==> src/rtl/uart_arb_pkg.sv <==
// ============================================================================
// Module : uart_arb_pkg
// Shared types and constants for the UART transmitter arbiter.
// Rev    : 1.0
// ============================================================================
`default_nettype none

package uart_arb_pkg;

   localparam int DEF_DATA_W = 8;

   typedef enum logic [1:0] {
      IDLE  = 2'd0,
      START = 2'd1,
      WAIT  = 2'd2
   } arb_state_t;

   localparam logic [1:0] GNT_NONE = 2'b00;
   localparam logic [1:0] GNT_ECHO = 2'b01;
   localparam logic [1:0] GNT_MSG  = 2'b10;

endpackage

`default_nettype wire

==> src/rtl/sync_2ff.sv <==
// ============================================================================
// Module : sync_2ff
// Two-flop synchroniser for slow asynchronous level inputs (switches).
// Rev    : 1.0
// ============================================================================
`default_nettype none

module sync_2ff #(
   parameter int WIDTH = 1
) (
   input  logic             clk,
   input  logic             rst_n,
   input  logic [WIDTH-1:0] i_d,
   output logic [WIDTH-1:0] o_q
);

   logic [WIDTH-1:0] r_meta;
   logic [WIDTH-1:0] r_sync;

   always_ff @(posedge clk or negedge rst_n) begin
      if (!rst_n) begin
         r_meta <= '0;
         r_sync <= '0;
      end else begin
         r_meta <= i_d;
         r_sync <= r_meta;
      end
   end

   assign o_q = r_sync;

endmodule

`default_nettype wire

==> src/rtl/uart_tx_arbiter.sv <==
// ============================================================================
// Module : uart_tx_arbiter
// Shares one UART TX between the echo path and a packetised message source.
// Rev    : 1.0
// ============================================================================
`default_nettype none

module uart_tx_arbiter
   import uart_arb_pkg::*;
#(
   parameter int DATA_W     = DEF_DATA_W,
   parameter int TX_TIMEOUT = 65535,
   parameter int ERR_W      = 8
) (
   input  logic              clk,
   input  logic              rst_n,
   input  logic              loopback_en,
   input  logic              echo_valid,
   input  logic [DATA_W-1:0] echo_data,
   output logic              echo_ready,
   input  logic              msg_valid,
   input  logic [DATA_W-1:0] msg_data,
   input  logic              msg_last,
   output logic              msg_ready,
   output logic              tx_start,
   output logic [DATA_W-1:0] tx_data,
   input  logic              tx_busy,
   input  logic              tx_done,
   output logic [1:0]        grant,
   output logic              timeout_err,
   output logic [ERR_W-1:0]  err_cnt
);

   localparam int              CNT_W    = (TX_TIMEOUT > 1) ? $clog2(TX_TIMEOUT) : 1;
   localparam logic [CNT_W-1:0] TMO_LAST = CNT_W'(TX_TIMEOUT - 1);

   arb_state_t        r_state;
   arb_state_t        w_state_nxt;
   logic              w_lb_s;
   logic              r_lock;
   logic              r_last_msg;     // 1: msg was granted last, so echo wins the next tie
   logic [1:0]        r_grant;
   logic [DATA_W-1:0] r_tx_data;
   logic [CNT_W-1:0]  r_tmo;
   logic [ERR_W-1:0]  r_err;

   logic              w_echo_elig;
   logic              w_msg_elig;
   logic              w_sel_echo;
   logic              w_sel_msg;
   logic              w_tx_start;
   logic              w_done;
   logic              w_tmo_hit;

   sync_2ff #(
      .WIDTH (1)
   ) u_lb_sync (
      .clk   (clk),
      .rst_n (rst_n),
      .i_d   (loopback_en),
      .o_q   (w_lb_s)
   );

   always_ff @(posedge clk or negedge rst_n) begin
      if (!rst_n) begin
         r_state <= IDLE;
      end else begin
         r_state <= w_state_nxt;
      end
   end

   always_comb begin
      w_state_nxt = r_state;
      w_sel_echo  = 1'b0;
      w_sel_msg   = 1'b0;
      w_tx_start  = 1'b0;
      w_done      = 1'b0;
      w_tmo_hit   = 1'b0;
      w_echo_elig = w_lb_s & echo_valid & ~r_lock;
      w_msg_elig  = msg_valid;

      case (r_state)
         IDLE: begin
            if (w_echo_elig && w_msg_elig) begin
               w_sel_echo = r_last_msg;
               w_sel_msg  = ~r_last_msg;
            end else begin
               w_sel_echo = w_echo_elig;
               w_sel_msg  = w_msg_elig;
            end
            if (w_sel_echo || w_sel_msg) begin
               w_state_nxt = START;
            end
         end
         START: begin
            if (!tx_busy) begin
               w_tx_start  = 1'b1;
               w_state_nxt = WAIT;
            end
         end
         WAIT: begin
            if (tx_done) begin
               w_done      = 1'b1;
               w_state_nxt = IDLE;
            end else if (r_tmo == TMO_LAST) begin
               w_tmo_hit   = 1'b1;
               w_state_nxt = IDLE;
            end
         end
         default: begin
            w_state_nxt = IDLE;
         end
      endcase
   end

   always_ff @(posedge clk or negedge rst_n) begin
      if (!rst_n) begin
         r_lock     <= 1'b0;
         r_last_msg <= 1'b1;
         r_grant    <= GNT_NONE;
         r_tx_data  <= '0;
         r_tmo      <= '0;
         r_err      <= '0;
      end else begin
         if (w_sel_echo) begin
            r_tx_data  <= echo_data;
            r_grant    <= GNT_ECHO;
            r_last_msg <= 1'b0;
         end else if (w_sel_msg) begin
            r_tx_data  <= msg_data;
            r_grant    <= GNT_MSG;
            r_last_msg <= 1'b1;
            r_lock     <= ~msg_last;
         end

         if (w_tx_start) begin
            r_tmo <= '0;
         end else if (r_state == WAIT) begin
            r_tmo <= r_tmo + 1'b1;
         end

         // A locked packet keeps its grant across the inter-byte IDLE gaps
         if (w_done && !r_lock) begin
            r_grant <= GNT_NONE;
         end

         if (w_tmo_hit) begin
            r_lock  <= 1'b0;
            r_grant <= GNT_NONE;
            if (r_err != {ERR_W{1'b1}}) begin
               r_err <= r_err + 1'b1;
            end
         end
      end
   end

   // Ready terms are gated by rst_n so they read 0 while reset is held
   assign echo_ready  = rst_n & (w_lb_s ? w_sel_echo : echo_valid);
   assign msg_ready   = rst_n & w_sel_msg;
   assign tx_start    = w_tx_start;
   assign tx_data     = r_tx_data;
   assign grant       = r_grant;
   assign timeout_err = w_tmo_hit;
   assign err_cnt     = r_err;

endmodule

`default_nettype wire
==> config.mk <==
export PLATFORM = sky130hd
export DESIGN_NAME = uart_tx_arbiter
export DESIGN_NICKNAME = d
export VERILOG_FILES = /design/src/rtl/uart_arb_pkg.sv /design/src/rtl/sync_2ff.sv /design/src/rtl/uart_tx_arbiter.sv
export SDC_FILE = /design/constraint.sdc
export NUM_CORES = 1
export LEC_CHECK = 0
export BUFFER_PORTS_ARGS = -buffer_cell sky130_fd_sc_hd__clkbuf_2
export CAP_MARGIN = 20
export CORE_MARGIN = 2
export CORE_UTILIZATION = 29
export DETAILED_ROUTE_END_ITERATION = 8
export GPL_TIMING_DRIVEN = 0
export PLACE_DENSITY_LB_ADDON = 0.05
export SYNTH_ARGS = -nofsm -noshare
export SYNTH_HDL_FRONTEND = slang
export SYNTH_HIERARCHICAL = 1
export SYNTH_SLANG_ARGS = --single-unit
==> constraint.sdc <==
create_clock -name clk -period 2.02 [get_ports clk]
set_input_delay 0.606 -clock clk [delete_from_list [all_inputs] [get_ports clk]]
set_output_delay 0.606 -clock clk [all_outputs]
set_load 0.01 [all_outputs]
Word-level counts from Yosys, hierarchy flattened
Cells that the tools add are included.
Storage, ports and cells
  register bits after elaboration: 40
  bits of input ports: 24
  output and inout port bits: 22
  logic and storage cells: 70
Cells by class
  add/sub/neg operators: 2
  equal/unequal tests: 8
  muxes and demuxes: 32
  bitwise operators: 7
  reduce and logical (&&, ||, !) cells: 12
Operator list (count)
  $mux W16: 2
  $mux W1: 19
  $add A16 B1 Y16 const B: 1
  $eq A16 B16 Y1 const B: 1
  $mux W2: 8
  $mux W8: 2
  $add A8 B1 Y8 const B: 1
  $ne A8 B8 Y1 const B: 1
  $ne A2 B2 Y1 const B: 3
  $pmux W2 S3: 1
  $reduce_bool A2 Y1: 3
  $and A1 B1 Y1: 4
  $reduce_and A2 Y1: 2
  $reduce_bool A4 Y1: 1
  $ne A3 B3 Y1 const B: 1
  $not A1 Y1: 3
  $reduce_and A3 Y1: 1
  $eq A2 B1 Y1 const B: 1
  $eq A2 B2 Y1 const B: 1
  $logic_and A1 B1 Y1: 2
  $logic_not A2 Y1: 1
  $logic_not A1 Y1: 1
  $logic_or A1 B1 Y1: 1

Logic depth before layout (Yosys ltp)
Gate-level depths: netlist of run 1.
  depth in word-level cells: 10
  gate-level depth with buffers: 7
  gate-level depth less buffers: 6

Hierarchy
Netlist of run 1, hierarchy kept.
By module, submodules not included
  uart_tx_arbiter: instances 1, cells each 195, area each 1911.8 µm², seq. area each 952.2 µm²
  sync_2ff: instances 1, cells each 2, area each 50.0 µm², seq. area each 50.0 µm²

Worst setup path before layout of run 1
Ideal clock, no wire load.
  kind: register -> output
  from: register r_tmo[0]
  to: output port timeout_err
  arrival: 1.605 ns
  data required time: 1.414 ns
  slack: -0.191 ns
  stages on the path, launching flop included: 7
  buffers on the path: 1
  cells stage by stage: dfrtp_1 > inv_1 > ha_1 > nand4_1 > or4_4 > buf_6 > nor3_1
Between the ends
  cells in the longest elaborated chain, start to end: 4
RTL lines
  start: declaration: RTL line uart_tx_arbiter.sv:44  | logic [CNT_W-1:0] r_tmo;
  start signal: assignment: RTL line uart_tx_arbiter.sv:139  | r_tmo <= r_tmo + 1'b1;
  $eq A16 B16 Y1: RTL line uart_tx_arbiter.sv:105  | end else if (r_tmo == TMO_LAST) begin
  $mux W1: RTL line uart_tx_arbiter.sv:105
  $mux W1: RTL line uart_tx_arbiter.sv:102  | if (tx_done) begin
  $mux W1: RTL line uart_tx_arbiter.sv:82  | case (r_state)
  end: declaration: RTL line uart_tx_arbiter.sv:30  | output logic timeout_err,
No other way between the ends.

Worst setup path in the final report of run 1
  from: register r_tmo[2]
  to: output port timeout_err
The elaborated chain is that of the path after synthesis.

==> results of run 1 <==
## layout by cell type (no fill, tap or decap), types with 2 or more instances in the layout
cell	instances
o21ai_0	16
clkbuf_8	9
clkbuf_1	2
a21oi_1	4
and3_1	3
buf_4	7
or3b_4	2
nand2_1	34
dfrtp_1	36
nor3_1	7
nor2_1	6
inv_1	2
clkbuf_2	43
nor4_1	3
nand4_1	8
mux2i_1	17
xor2_1	8
nand3_1	11
buf_6	2
ha_1	2
nand2b_1	3
inv_2	2
a31oi_1	2
dfrtp_2	3
nor3b_1	2
## final cells by class
type                    count  area (um^2)  area share
inverters                   4         15.0     0.00594
clock inverters             1         30.0      0.0119
clock buffers               7         96.3      0.0381
flip-flops and latches     40         1010       0.398
well taps                  77         96.3      0.0381
multi-input cells         148          955       0.378
repair buffers             53          304       0.120
plain buffers               4         26.3      0.0104
## kinds of logic (layout without fill, tap and decap cells)
group                    Yosys count  after routing  share of synthesized area
buffers and inverters              9             69                     0.0210
adder cells (fa/ha/maj)            3              3                     0.0191
AND/OR/NAND/NOR                   89             89                      0.233
XOR/XNOR                           8              8                     0.0357
AO/OA/AOI/OAI                     30             30                     0.0880
flip-flops                        40             40                      0.511
multiplexers                      18             18                     0.0925
## state kept, by name (all words and copies together) (netlist names)
signal            cells
err_cnt               8
grant                 2
r_last_msg            1
r_lock                1
r_state               2
r_tmo                16
tx_data               8
u_lb_sync/o_q         1
u_lb_sync/r_meta      1
## stage by stage
stage	setup TNS, ns	utilization	worst slack, ns	instances
after floorplan	-0.0491	-	-0.0491	197
after global placement	-2.13	0.355	-0.495	319
after detailed placement	-2.16	0.355	-0.515	319
after CTS	-0.739	0.388	-0.516	334
after global routing	-1.73	0.392	-0.588	334
final	-0.700	0.392	-0.476	334
## synthesized netlist by cell type (2+ instances only)
cell type / number / area share
a21oi_1: 4 / 0.010
a31oi_1: 2 / 0.0064
and3_1: 3 / 0.0096
clkbuf_1: 4 / 0.0077
dfrtp_1: 39 / 0.50
ha_1: 3 / 0.019
inv_1: 4 / 0.0077
mux2i_1: 17 / 0.087
nand2_1: 34 / 0.065
nand2b_1: 3 / 0.0096
nand3_1: 11 / 0.028
nand4_1: 8 / 0.026
nor2_1: 7 / 0.013
nor3_1: 8 / 0.020
nor3b_1: 2 / 0.0077
nor4_1: 3 / 0.0096
o21ai_0: 16 / 0.041
o21ai_1: 2 / 0.0051
or3b_2: 2 / 0.0089
xor2_1: 8 / 0.036
## metal layers
| layer | wire, um | up-vias | global-route usage |
|---|---|---|---|
| met4 | 65 | 0 | 0.0412 |
| li1 | - | 823 | - |
| met3 | 228 | 7 | 0.0343 |
| met2 | 1900 | 37 | 0.198 |
| met5 | 0 | - | 0 |
| met1 | 2210 | 737 | 0.169 |
## how the worst max path moves through the flow
stage	from	end	slack, ns	cells past startpoint
after floorplan	r_tmo[0]	timeout_err	-0.05	6
after global placement	rst_n	echo_ready	-0.50	4
after detailed placement	rst_n	echo_ready	-0.52	4
after CTS	r_tmo[1]	timeout_err	-0.52	5
after global routing	r_tmo[9]	timeout_err	-0.59	4
final	r_tmo[2]	timeout_err	-0.48	4
## repair_timing
item                                    4_1_cts  5_1_grt
setup buffers                                 8        0
endpoints found under the setup margin        5       22
pin swaps                                     1        0
gates resized for setup                      14        8
hold buffers                                  0        0
## report_power, final
group | total (uW) | internal [uW] | switching [uW]
clock network | 726 | 436 | 290
registers | 1120 | 983 | 136
logic | 846 | 383 | 463
total | 2690 | 1800 | 889
==> flow_summary.json, run 1 <==
{
  "cp-end-kind": "output port",
  "r2r-start": "r_state[0]",
  "cpPeakStageDelay_ns": 0.60,
  "rsz0062_at_grt": "true",
  "tightest_slew_ns": 0.753,
  "grt_pass1_vias": 1569,
  "die_width_um": 86.3,
  "crit_family": "simple AND/OR/NAND/NOR gates",
  "power.density_nw_per_um2": 1060,
  "async_reset_ff_frac": 1.00,
  "antenna_found_initial": 0,
  "start_util": 0.304,
  "insertion_delay_ns": 0.30,
  "status": "complete, but fails checks",
  "cts_max_level": 2,
  "rr_endpoint": "r_tmo[7]",
  "cts_made_buffers": 5,
  "synth_flop_cell": "dfrtp_1",
  "cellLeakagePower_uw": 0.00130,
  "nets": 283,
  "drv_slew": 0,
  "fp.coreArea_um2": 6460,
  "fill_cells": 662,
  "syn_inst": 197,
  "setup_violations": 3,
  "yosysUniqueCellTypes": 37,
  "rrSetupSlack_ns": 0.01,
  "worstSetupStartpointType": "flip-flop",
  "first_iter_violations": 57,
  "die-height_um": 86.3,
  "dpl-instance-area_um2": 2300,
  "hold_viol": 0,
  "syn_area_um2": 1960,
  "crit_fanout": 9,
  "synth_edf_count": 0,
  "peakVddDrop_uv": 258,
  "cts_tree": "done",
  "grt_max_degree": 42,
  "crit_type": "flip-flop to output port",
  "cap_violations": 0,
  "max_slew_margin": 0.494,
  "ys_ff_latch": 40,
  "wl_per_cell_um": 13.2,
  "clockBufferDepth": 2,
  "final_antenna_net_count": 0,
  "area_delta_synth_final_pct": 28.9,
  "diodes": 0,
  "grt_pass1_wl_um": 7380,
  "finalPower_uw": 2690,
  "vias": 1604,
  "hold_class": "primary input to asynchronous set/reset pin",
  "hpwl_um": 3110,
  "fin_crit_ns": 2.50,
  "skew_ns": 0.00624,
  "die-area_um2": 7440,
  "place_congestion": 0.726,
  "yosysSeqAreaShare": 0.511,
  "grt.total_usage": 0.126,
  "drc_errors": 0,
  "ios": 46,
  "violations": "setup timing",
  "yosysWarnings": 6,
  "hold_slack_ns": 0.224,
  "portBuffers": 45,
  "arrival_ns": 1.89,
  "fmax_ghz": 0.401,
  "wirelength_um": 4410,
  "crit_path_cell_trace": "nand3_1, or4_4, nor3_4, buf_2",
  "setup_slack_ns": -0.476,
  "num_rows": 29,
  "drive_gt1_frac": 0.311,
  "drt_pass1_iterations": 4,
  "postSynthAreaPerCell_um2": 9.96,
  "postLayoutCellArea_um2": 2530,
  "cp_data_required_time_ns": 1.41,
  "cts-root-buf": "clkbuf_8",
  "r2r_cells": 4,
  "synth_nets": 224,
  "finalCritPeriodShare": 1.24,
  "drt-vias-per-instance": 4.80,
  "overflow": 0,
  "clk_pin_slew_ns": 0.08,
  "crit_slowest_cell": "or4_4",
  "cts_num_sinks": 40,
  "worst-path-buf-inv": 1
}
Power figures use the tool's default switching activity.
==> inputs of run 2 (changes only) <==
--- a/config.mk
+++ b/config.mk
@@ -5,11 +5,12 @@
 export SDC_FILE = /design/constraint.sdc
 export NUM_CORES = 1
 export LEC_CHECK = 0
-export BUFFER_PORTS_ARGS = -buffer_cell sky130_fd_sc_hd__clkbuf_2
 export CAP_MARGIN = 20
+export CORE_ASPECT_RATIO = 1.1
 export CORE_MARGIN = 2
 export CORE_UTILIZATION = 29
 export DETAILED_ROUTE_END_ITERATION = 8
+export DONT_BUFFER_PORTS = 1
 export GPL_TIMING_DRIVEN = 0
 export PLACE_DENSITY_LB_ADDON = 0.05
 export SYNTH_ARGS = -nofsm -noshare
==> run 2 against run 1 <==
The run still ends with setup timing left. Register-to-register slack better by 0.07 ns. Routed wire length rose by 1.9%. Fmax up 2.4%. Critical path depth down 1. Combinational power shrank 18%. Sequential cell count is the same. Die area barely moved. Final cell count shrank 12%. Non-clock buffer count down 45. Largest power group unchanged.
==> flow_summary.json, run 2 (synthesis results as in run 1) <==
{
  "hold_viol": 0,
  "fp.coreArea_um2": 6560,
  "grt_pass1_wl_um": 7180,
  "fin_crit_ns": 2.44,
  "grt_busiest_layer": "met2",
  "worstSetupStartpointType": "flip-flop",
  "status": "complete, but fails checks",
  "peakVddDrop_uv": 398,
  "setup_violations": 2,
  "fmax_ghz": 0.410,
  "die-area_um2": 7440,
  "finalPower_uw": 2560,
  "drt-vias-per-instance": 5.23,
  "ios": 46,
  "diodes": 0,
  "fill_cells": 655,
  "cts_max_level": 2,
  "grt_util_met3": 0.0370,
  "largest_register": "r_tmo",
  "hpwl_um": 3190,
  "grt_max_degree": 40,
  "largest_reg_flops": 16,
  "hold_class": "primary input to asynchronous set/reset pin",
  "arrival_ns": 1.83,
  "rsz0062_at_grt": "true",
  "overflow": 0,
  "finalCritPeriodShare": 1.21,
  "setup_slack_ns": -0.418,
  "groute.layer.met1.usage": 0.154,
  "power.density_nw_per_um2": 1100,
  "final_common_cell": "dfrtp_1",
  "max_slew_margin": 0.631,
  "grt_pass1_vias": 1498,
  "cap_violations": 0,
  "cellLeakagePower_uw": 0.00110,
  "cpPeakStageDelay_ns": 0.64,
  "drv_slew": 0,
  "vias": 1538,
  "violations": "setup timing",
  "nets": 238,
  "drc_errors": 0,
  "cp-end-kind": "output port",
  "skew_ns": 0.00711,
  "area_delta_synth_final_pct": 18.7,
  "first_iter_violations": 72,
  "cts-root-buf": "clkbuf_8",
  "cp_data_required_time_ns": 1.41,
  "wirelength_um": 4490,
  "use_met2": 0.206,
  "cts_num_sinks": 40,
  "insertion_delay_ns": 0.30,
  "wl_per_cell_um": 15.3,
  "crit_family": "simple AND/OR/NAND/NOR gates",
  "grt.total_usage": 0.126,
  "crit_fanout": 9,
  "tns_ns": -0.472,
  "cts_tree": "done",
  "clockBufferDepth": 2,
  "num_rows": 31,
  "die-height_um": 90.3,
  "worst-path-buf-inv": 0,
  "final_antenna_net_count": 0,
  "dp_slack_ns": -0.188,
  "crit_type": "flip-flop to output port",
  "portBuffers": 0,
  "clk_pin_slew_ns": 0.08,
  "start_util": 0.299,
  "place_congestion": 0.731,
  "crit_path_cell_trace": "nand4_1, or4_4, nor3_4",
  "cts_made_buffers": 5,
  "final_cell_mix": "dfrtp_1, nand2_1, mux2i_1, o21ai_0, nand3_1",
  "crit_slowest_cell": "or4_4",
  "tightest_slew_ns": 0.550,
  "drt_pass1_iterations": 5,
  "drive_gt1_frac": 0.179,
  "die_width_um": 82.4,
  "antenna_found_initial": 0
}
## run 2: cell types whose count changed in the layout (fill, tap and decap cells not counted), sizes merged
| cell | previous run | this run |
|---|---|---|
| buf | 10 | 9 |
| clkinv | 0 | 2 |
| clkbuf | 54 | 8 |
## run 2: where the power goes
group          total (uW)  internal [uW]  switching [uW]
sequential           1190            985             209
combinational         694            306             387
clock                 672            372             300
total                2560           1660             897
## run 2: layout make-up
class                   instances  area (um^2)  area share
flip-flops and latches         40         1010       0.432
multi-input cells             148          980       0.421
well taps                      82          103      0.0440
repair buffers                  8         80.1      0.0344
clock buffers                   5         68.8      0.0295
clock inverters                 3         47.5      0.0204
plain buffers                   4         26.3      0.0113
inverters                       4         17.5     0.00752
## run 2: what timing repair did
action,4_1_cts,5_1_grt
pin swaps,3,3
buffers inserted,5,2
gates resized for setup,18,6
hold buffers,1,0
setup endpoints to repair,8,6
endpoints found under the hold margin,39,0
## run 2: stage by stage
| stage | area (um^2) | cells | util | hold slack (ns) |
|---|---|---|---|---|
| floorplan | 1970 | 197 | - | 0.310 |
| global placement | 2080 | 279 | 0.317 | 0.311 |
| detailed placement | 2080 | 279 | 0.317 | 0.311 |
| CTS | 2300 | 292 | 0.350 | 0.131 |
| global route | 2330 | 294 | 0.355 | 0.125 |
| finish | 2330 | 294 | 0.355 | 0.141 |
## run 2: final timing paths
check,cells past startpoint,start,slack (ns),to
worst max register to register,4,r_tmo[9],0.08,err_cnt[1]
max in group asynchronous,1,rst_n,1.66,r_state[1]
worst min register to register,0,u_lb_sync/r_meta,0.35,u_lb_sync/o_q
worst max-delay path,3,r_tmo[9],-0.42,timeout_err
worst min-delay path,1,rst_n,0.14,tx_data[6]
min in group clk,0,loopback_en,0.33,u_lb_sync/r_meta
## run 2: routing by layer
layer	wire length (um)	share of wire
met2	2310	0.51
met1	1870	0.42
met3	226	0.050
met5	0	0
met4	82	0.018
